--- config.mk ---
export PLATFORM = sky130hd
export DESIGN_NAME = bf16_mul_pipe3_flat
export DESIGN_NICKNAME = d
export VERILOG_FILES = /design/src/rtl/bf16_mul_pipe3_pkg.sv /design/src/rtl/bf16_mul_pipe3_if.sv /design/src/rtl/bf16_mul_pipe3_round_pack.sv /design/src/rtl/bf16_mul_pipe3.sv /design/src/flat_wrapper.sv
export SDC_FILE = /design/constraint.sdc
export NUM_CORES = 1
export LEC_CHECK = 0
export ABC_AREA = 0
export BUFFER_PORTS_ARGS = -buffer_cell sky130_fd_sc_hd__buf_4
export CELL_PAD_IN_SITES_DETAIL_PLACEMENT = 1
export CELL_PAD_IN_SITES_GLOBAL_PLACEMENT = 2
export CORE_ASPECT_RATIO = 1.5
export CORE_MARGIN = 5
export CORE_UTILIZATION = 41
export DETAILED_ROUTE_END_ITERATION = 10
export PLACE_DENSITY = 0.89
export SKIP_LAST_GASP = 1
export SYNTH_ARGS = -nofsm -noshare
export SYNTH_HDL_FRONTEND = slang
export SYNTH_HIERARCHICAL = 1
export SYNTH_SLANG_ARGS = --single-unit
--- constraint.sdc ---
create_clock -name clk -period 4.9 [get_ports clk]
set_input_delay 0.49 -clock clk [delete_from_list [all_inputs] [get_ports clk]]
set_output_delay 0.49 -clock clk [all_outputs]
set_load 0.1 [all_outputs]
--- src/rtl/bf16_mul_pipe3_pkg.sv ---
// Shared widths, constants and pipeline payload types for the bf16 multiplier.
// Also holds the stage-1 unpack/classify helper used by the top.
package bf16_mul_pipe3_pkg;

  localparam int DW     = 16;
  localparam int EXP_W  = 8;
  localparam int MAN_W  = 7;
  localparam int BIAS   = 127;
  localparam int SEXP_W = 10;

  localparam logic [DW-1:0] QNAN = 16'h7FC0;
  localparam logic [DW-1:0] INF  = 16'h7F80;

  typedef struct packed {
    logic              vld;
    logic              sign;
    logic [SEXP_W-1:0] exp;
    logic [MAN_W:0]    man_a;
    logic [MAN_W:0]    man_b;
    logic              nan;
    logic              inf;
    logic              zero;
  } s1_t;

  typedef struct packed {
    logic                vld;
    logic                sign;
    logic [SEXP_W-1:0]   exp;
    logic [2*MAN_W+1:0]  prod;
    logic                nan;
    logic                inf;
    logic                zero;
  } s2_t;

  // Exponent 0 covers both true zero and subnormals, which are flushed.
  function automatic s1_t unpack(input logic vld, input logic [DW-1:0] a, input logic [DW-1:0] b);
    s1_t              s;
    logic [EXP_W-1:0] ea;
    logic [EXP_W-1:0] eb;
    logic [MAN_W-1:0] ma;
    logic [MAN_W-1:0] mb;
    logic             a_inf;
    logic             b_inf;
    logic             a_zero;
    logic             b_zero;
    ea     = a[DW-2 -: EXP_W];
    eb     = b[DW-2 -: EXP_W];
    ma     = a[MAN_W-1:0];
    mb     = b[MAN_W-1:0];
    a_inf  = (ea == '1) && (ma == '0);
    b_inf  = (eb == '1) && (mb == '0);
    a_zero = (ea == '0);
    b_zero = (eb == '0);
    s       = '0;
    s.vld   = vld;
    s.sign  = a[DW-1] ^ b[DW-1];
    s.exp   = {2'b00, ea} + {2'b00, eb} - SEXP_W'(BIAS);
    s.man_a = {1'b1, ma};
    s.man_b = {1'b1, mb};
    s.nan   = ((ea == '1) && (ma != '0)) || ((eb == '1) && (mb != '0)) ||
              (a_inf && b_zero) || (b_inf && a_zero);
    s.inf   = a_inf || b_inf;
    s.zero  = a_zero || b_zero;
    return s;
  endfunction

endpackage

--- src/rtl/bf16_mul_pipe3_if.sv ---
// Operand/result bus for the bf16 multiplier; master is the source/sink side.
// The sink samples z whenever s_output_z_stb is high, so there is no ready on the result.
interface bf16_mul_pipe3_if;
  logic [2*bf16_mul_pipe3_pkg::DW-1:0] input_mul;
  logic                                input_mul_stb;
  logic                                s_input_mul_ack;
  logic [bf16_mul_pipe3_pkg::DW-1:0]   z;
  logic                                s_output_z_stb;

  modport master (
    output input_mul,
    output input_mul_stb,
    input  s_input_mul_ack,
    input  z,
    input  s_output_z_stb
  );

  modport slave (
    input  input_mul,
    input  input_mul_stb,
    output s_input_mul_ack,
    output z,
    output s_output_z_stb
  );
endinterface

--- src/rtl/bf16_mul_pipe3_round_pack.sv ---
// Combinational normalize / round-to-nearest-even / range-check / pack of a bf16 product.
// Zero latency; special-case flags override the arithmetic path.
module bf16_round_pack
  import bf16_mul_pipe3_pkg::*;
(
  input  logic              i_sign,
  input  logic [SEXP_W-1:0] i_exp,
  input  logic [15:0]       i_prod,
  input  logic              i_nan,
  input  logic              i_inf,
  input  logic              i_zero,
  output logic [DW-1:0]     o_z
);

  logic [MAN_W-1:0]         w_frac;
  logic                     w_guard;
  logic                     w_sticky;
  logic                     w_rnd;
  logic [MAN_W:0]           w_sum;
  logic signed [SEXP_W-1:0] w_exp_n;
  logic signed [SEXP_W-1:0] w_exp_f;

  always_comb begin
    w_frac   = i_prod[13:7];
    w_guard  = i_prod[6];
    w_sticky = |i_prod[5:0];
    w_exp_n  = $signed(i_exp);
    if (i_prod[15]) begin
      w_frac   = i_prod[14:8];
      w_guard  = i_prod[7];
      w_sticky = |i_prod[6:0];
      w_exp_n  = $signed(i_exp) + 10'sd1;
    end
    w_rnd   = w_guard & (w_sticky | w_frac[0]);
    // A carry out of the rounded fraction leaves it all-zero and bumps the exponent.
    w_sum   = {1'b0, w_frac} + {{MAN_W{1'b0}}, w_rnd};
    w_exp_f = w_exp_n + $signed({{(SEXP_W-1){1'b0}}, w_sum[MAN_W]});

    o_z = {i_sign, w_exp_f[EXP_W-1:0], w_sum[MAN_W-1:0]};
    if (i_nan) begin
      o_z = QNAN;
    end else if (i_inf) begin
      o_z = INF | {i_sign, {(DW-1){1'b0}}};
    end else if (i_zero) begin
      o_z = {i_sign, {(DW-1){1'b0}}};
    end else if (w_exp_f >= 10'sd255) begin
      o_z = INF | {i_sign, {(DW-1){1'b0}}};
    end else if (w_exp_f <= 10'sd0) begin
      o_z = {i_sign, {(DW-1){1'b0}}};
    end
  end

endmodule

--- src/rtl/bf16_mul_pipe3.sv ---
// Pipelined bf16 multiplier: capture, unpack, 8x8 multiply, round/pack; result 3 cycles after capture.
// Always ready out of reset, no output back-pressure; one strobe per accepted pair, in order.
module bf16_mul_pipe3
  import bf16_mul_pipe3_pkg::*;
(
  input  logic             clk,
  input  logic             rst,
  bf16_mul_pipe3_if.slave  io_mul
);

  logic            w_xfer;
  logic            r_in_vld;
  logic [2*DW-1:0] r_in_dat;
  s1_t             w_s1;
  s1_t             r_s1;
  s2_t             w_s2;
  s2_t             r_s2;
  logic [DW-1:0]   w_z;
  logic [DW-1:0]   r_z;
  logic            r_stb;

  assign io_mul.s_input_mul_ack = rst;
  assign w_xfer                 = io_mul.input_mul_stb & rst;

  assign w_s1 = unpack(r_in_vld, r_in_dat[2*DW-1:DW], r_in_dat[DW-1:0]);

  always_comb begin
    w_s2      = '0;
    w_s2.vld  = r_s1.vld;
    w_s2.sign = r_s1.sign;
    w_s2.exp  = r_s1.exp;
    w_s2.prod = r_s1.man_a * r_s1.man_b;
    w_s2.nan  = r_s1.nan;
    w_s2.inf  = r_s1.inf;
    w_s2.zero = r_s1.zero;
  end

  bf16_round_pack u_round_pack (
    .i_sign (r_s2.sign),
    .i_exp  (r_s2.exp),
    .i_prod (r_s2.prod),
    .i_nan  (r_s2.nan),
    .i_inf  (r_s2.inf),
    .i_zero (r_s2.zero),
    .o_z    (w_z)
  );

  // Reset clears every stage valid at once so in-flight products never strobe.
  always_ff @(posedge clk or negedge rst) begin
    if (!rst) begin
      r_in_vld <= 1'b0;
      r_in_dat <= '0;
      r_s1     <= '0;
      r_s2     <= '0;
      r_stb    <= 1'b0;
      r_z      <= '0;
    end else begin
      r_in_vld <= w_xfer;
      if (w_xfer) begin
        r_in_dat <= io_mul.input_mul;
      end
      r_s1  <= w_s1;
      r_s2  <= w_s2;
      r_stb <= r_s2.vld;
      if (r_s2.vld) begin
        r_z <= w_z;
      end
    end
  end

  assign io_mul.z              = r_z;
  assign io_mul.s_output_z_stb = r_stb;

endmodule

--- src/flat_wrapper.sv ---
// flat-port wrapper written by rule: the top's interface ports become plain ports
module bf16_mul_pipe3_flat import bf16_mul_pipe3_pkg::*;
  (clk, rst, io_mul_input_mul, io_mul_input_mul_stb, io_mul_s_input_mul_ack, io_mul_z, io_mul_s_output_z_stb);
  bf16_mul_pipe3_if io_mul_i ();
  input  logic clk;
  input  logic rst;
  input wire logic [$bits(io_mul_i.input_mul)-1:0] io_mul_input_mul;
  input wire logic [$bits(io_mul_i.input_mul_stb)-1:0] io_mul_input_mul_stb;
  output wire logic [$bits(io_mul_i.s_input_mul_ack)-1:0] io_mul_s_input_mul_ack;
  output wire logic [$bits(io_mul_i.z)-1:0] io_mul_z;
  output wire logic [$bits(io_mul_i.s_output_z_stb)-1:0] io_mul_s_output_z_stb;
  assign io_mul_i.input_mul = io_mul_input_mul;
  assign io_mul_i.input_mul_stb = io_mul_input_mul_stb;
  assign io_mul_s_input_mul_ack = io_mul_i.s_input_mul_ack;
  assign io_mul_z = io_mul_i.z;
  assign io_mul_s_output_z_stb = io_mul_i.s_output_z_stb;
  bf16_mul_pipe3 u_core (.clk(clk), .rst(rst), .io_mul(io_mul_i));
endmodule
# After elaboration in Yosys (flattened, before gate mapping)
# Index checks and enable logic that the tools add are counted.
# totals
inputBits	35
out_inout_bits	18
ff_bits	112
wordCells	61
# classes
mux	9
n_addsub	5
n_bitwise	4
reduce_logical	19
n_eq_ne	2
n_mul	1
order_cmp	2
# op_table
op	count
$mux W15	4
$eq A8 B8 Y1 const B	2
$logic_not A8 Y1	2
$mul A8 B8 Y16	1
$mux W16	1
$logic_not A7 Y1	2
$reduce_bool A7 Y1	2
$add A10 B2 Y10	1
$add A10 B2 Y10 const B	1
$ge A10 B9 Y1 const B	1
$le A10 B1 Y1 const B	1
$mux W10	1
$sub A10 B7 Y10 const B	1
$add A8 B8 Y9	1
$add A7 B1 Y8	1
$mux W7	1
$reduce_or A7 Y1	1
$logic_and A1 B1 Y1	6
$reduce_or A6 Y1	1
$logic_or A1 B1 Y1	5
$and A1 B1 Y1	2
$mux W1	2
$or A1 B1 Y1	1
$xor A1 B1 Y1	1

# Longest topological paths before layout
# logic_depth
ltp_word	12
mapped_depth	16
depth_no_buf	15

# Cells and area by module
# Netlist, hierarchy kept.
# by_module_without_submodules
module	instances	area_each_um2	cells_per_inst	seq_area_each_um2
bf16_mul_pipe3	1	6070.8	496	2777.7
bf16_round_pack	1	1019.7	151	0.0

# Worst setup path before layout
# Ideal clock, no wire load.
# synth_path
kind	reg2reg
start	register u_core/r_s1[18] (netlist name)
end	register u_core/r_s2[18] (netlist name)
required_time_ns	4.820
n_path_buf	1
path_stages_with_launch	16
slack_ns	0.656
synth_period_minus_slack_ns	4.244
setup_time_ns	0.080
arrival_ns	4.164
cell_sequence	dfrtp_1 -> clkbuf_1 -> nand2_1 -> fa_1 -> fa_1 -> inv_1 -> fa_1 -> inv_1 -> fa_1 -> inv_1 -> ha_1 -> a21o_1 -> a21oi_2 -> a21oi_2 -> o41ai_2 -> xnor2_1
# synth_lines
element	line	text
start, declared	bf16_mul_pipe3.sv:15	s1_t r_s1;
start signal, assigned	bf16_mul_pipe3.sv:62	r_s1 <= w_s1;
end signal, assigned	bf16_mul_pipe3.sv:63	r_s2 <= w_s2;
end, declared	bf16_mul_pipe3.sv:17	s2_t r_s2;

==> results.toml <==
[floorplan]
rows = 59
core_region_area_sq_mm = 0.0172
die_y_microns = 171
fp.dieW_microns = 117
dieArea_sq_mm = 0.0201
initial_utilization_pct = 41.2
ios = 53

[cts]
hold_buffers = 0
clk_pin_slew_worst_paths_ns = 0.08
cts_buffers = 9
clk_path_buf_depth = 2
post-cts-setup-buffers = 0
cts_tree = "yes"
cts.sinks = 111
htreeDepth = 3
insertion_delay_ns = 0.35
clockRootBuffer = "clkbuf_16"
cts_resized = 0

[timing]
slew_headroom_pct = 20.2
clock_skew_ns = 0.0111
setup_violations = 0
slew_viol_final = 0
rsz0062_at_grt = "false"
post-route-period-util_pct = 92.1
hold_ws_ns = 0.152
fmaxAchievable_ghz = 0.222
period_minus_slack_ns = 4.51
timing.final.hold_violations = 0
worstMarginPinSlew_ns = 1.19
setup_slack_ns = 0.389
setup_tns_ns = 0

[worst_setup_path]
endpoint = "u_core/r_s2[18]"
r2r_end = "u_core/r_s2[18]"
worstSetupStartpointType = "register"
slowest_delay_ns = 0.62
cp.arrival_ns = 4.79
r2r_slack_ns = 0.39
cp-startpoint = "u_core/r_s1[18]"
crit_buf_inv = 3
critical_path_class = "register to register"
crit_chain = "nand2_1 -> fa_1 -> fa_1 -> inv_1 -> fa_1 -> inv_1 -> fa_1 -> inv_1 -> ha_1 -> a21o_1 -> a21oi_2 -> a21oi_2 -> o41ai_2 -> xnor2_1"
end_kind = "register"
path_depth = 14
r2r_cells = 14
cp.required_ns = 5.18
crit_fanout = 15
cp_common_cell = "fa_1"
crit_slowest_cell = "dfrtp_1"
r2r_start = "u_core/r_s1[18]"
critPathTopFamily = "adder cells"

[layout]
most-common-layout-cells = "dfrtp_1 (111), inv_1 (75), buf_4 (55), ha_1 (55), and2_1 (52)"
area_growth_pct = 12.4
final_common_cell = "dfrtp_1"
drive_gt1_share_pct = 12.6
layout.nets = 823
diodes = 0
fin_util_pct = 46.3

[drt]
avgRoutedWirePerCell_microns = 16.1
dr.pass1.iters = 4
viasPerCell = 5.14
drc = 0
postRouteAntennaNets = 0
drt_wl_total_microns = 14700
vias = 4700
drtIter0Drc = 130

[logic_synthesis]
synthArstFlopShare_pct = 100
yosys_register_bits = 111
synth_top_area_share_pct = 39.2
yosysSeqAreaShare_pct = 39.2
synthTopCellsByArea = "dfrtp_1 (39%), fa_1 (10%), ha_1 (9.7%)"
synth_edf_count = 0
syn_inst = 647
syn_area_sq_mm = 0.00709
synth_top_flop_cell = "dfrtp_1"
yosysWarnings = 6
synth_nets = 774
synthDistinctLibCells = 61
yosysTopAreaCell = "dfrtp_1"
avgSynthCellArea_sq_um = 11.0

[grt]
grt_pass1_wl_microns = 25800
grt_max_degree = 63
grt_antenna_before_repair = 0
grt.overflow.total = 0
grt_use_total_pct = 15.4
first_global_vias = 5319

[placed_design]
routabilityCongestion = 0.810
portBuffers = 52
dp_hpwl_microns = 11600
post-place-ws_ns = 0.465

[pwr]
p_leak_nw = 3.77
ir_worst_vdd_mv = 0.394
p_per_area_mw_per_mm2 = 653

[hold_path]
hp-class = "input pin to async pin"

[outcome]
outcome = "finished clean"

[run]
maxCapViolations = 0
synth_stat cells, types with 2 or more instances:
cell type and count:
o311ai_1 2, nor4_1 15, xnor2_1 23, a21oi_1 14
a211oi_1 4, nor3b_1 2, or3_1 3, buf_6 3
nand3_1 9, nor2b_1 3, a31oi_1 3, o41ai_2 2
a21oi_2 2, and4b_1 2, o31ai_1 2, nand4_1 13
ha_1 55, clkbuf_1 5, fa_1 37, a22o_1 2
nand2_1 33, o21bai_1 5, and2_1 52, nand2b_1 3
dfrtp_1 111, o21ai_1 8, inv_1 75, nor2_1 30
a21o_1 7, o211ai_1 3, mux2_1 44, o21ai_0 17
buf_2 6, xor2_1 13, or4_1 2, mux2i_1 4
buf_4 3, nor3_1 3, o21a_1 5
layout make-up:
class | instances | area (sq um)
multi-input combinational | 443 | 3920
clock inverter | 7 | 78.8
fill | 1890 | 9230
timing repair buffer | 55 | 413
tap | 213 | 267
sequential | 111 | 2780
clock buffer | 9 | 225
inverter | 76 | 285
report_power, final:
part	total (W)	switching, W	internal, W
registers	0.00144	0.000241	0.00120
clock network	0.000733	0.000369	0.000363
logic	0.00303	0.00187	0.00116
total	0.00521	0.00248	0.00272
worst reg2reg max path, cell delays in order, from the launching register on:
cell and delay, ns:
dfrtp_1 0.62, nand2_1 0.16, fa_1 0.52, fa_1 0.56, inv_1 0.06, fa_1 0.52
inv_1 0.05, fa_1 0.52, inv_1 0.04, ha_1 0.38, a21o_1 0.23, a21oi_2 0.18
a21oi_2 0.10, o41ai_2 0.34, xnor2_1 0.16
metal layers:
metal	up-vias	routed length [microns]	global-route usage, %
met1	2348	5880	17.3
li1	2286	-	-
met2	50	8340	30.0
met5	-	0	0
met4	0	249	4.75
met3	16	262	1.85
metrics by stage:
step | instance area, sq um | std cells | total power, W
after global routing | 7970 | 914 | 0.00568
final | 7970 | 914 | 0.00521
after detailed placement | 7660 | 898 | 0.00448
after global placement | 7660 | 898 | 0.00435
after floorplan | 7090 | 647 | 0.00388
after CTS | 7970 | 914 | 0.00529
how the worst min path moves through the flow:
stage                     slack (ns)                            to  cells past startpoint
after CTS                       0.17           u_core/r_in_dat[28]                      1
after global placement          0.33               u_core/r_s2[30]                      0
after floorplan                 0.19  u_core/io_mul.s_output_z_stb                      0
after detailed placement        0.34                u_core/r_s2[0]                      0
after global routing            0.20           u_core/r_in_dat[28]                      1
final                           0.15           u_core/r_in_dat[28]                      1
kinds of logic (layout without fill, tap and decap cells):
family | after synthesis | count (layout) | share of synthesized area, %
XOR/XNOR | 37 | 37 | 4.68
flip-flops | 111 | 111 | 39.2
other | 1 | 1 | 0.0529
adder cells (fa/ha/maj) | 92 | 92 | 20.2
AO/OA/AOI/OAI | 85 | 85 | 8.33
multiplexers | 50 | 50 | 7.92
AND/OR/NAND/NOR | 178 | 178 | 14.2
buffers and inverters | 93 | 147 | 5.51
sequential cells by signal, indices dropped and copies added, names as in the netlist:
register	flops
u_core/r_in_dat	32
u_core/r_in_vld	1
u_core/io_mul.z	16
u_core/r_s1	30
u_core/io_mul.s_output_z_stb	1
u_core/r_s2	31
No activity file was read; power rests on OpenSTA's default activity.
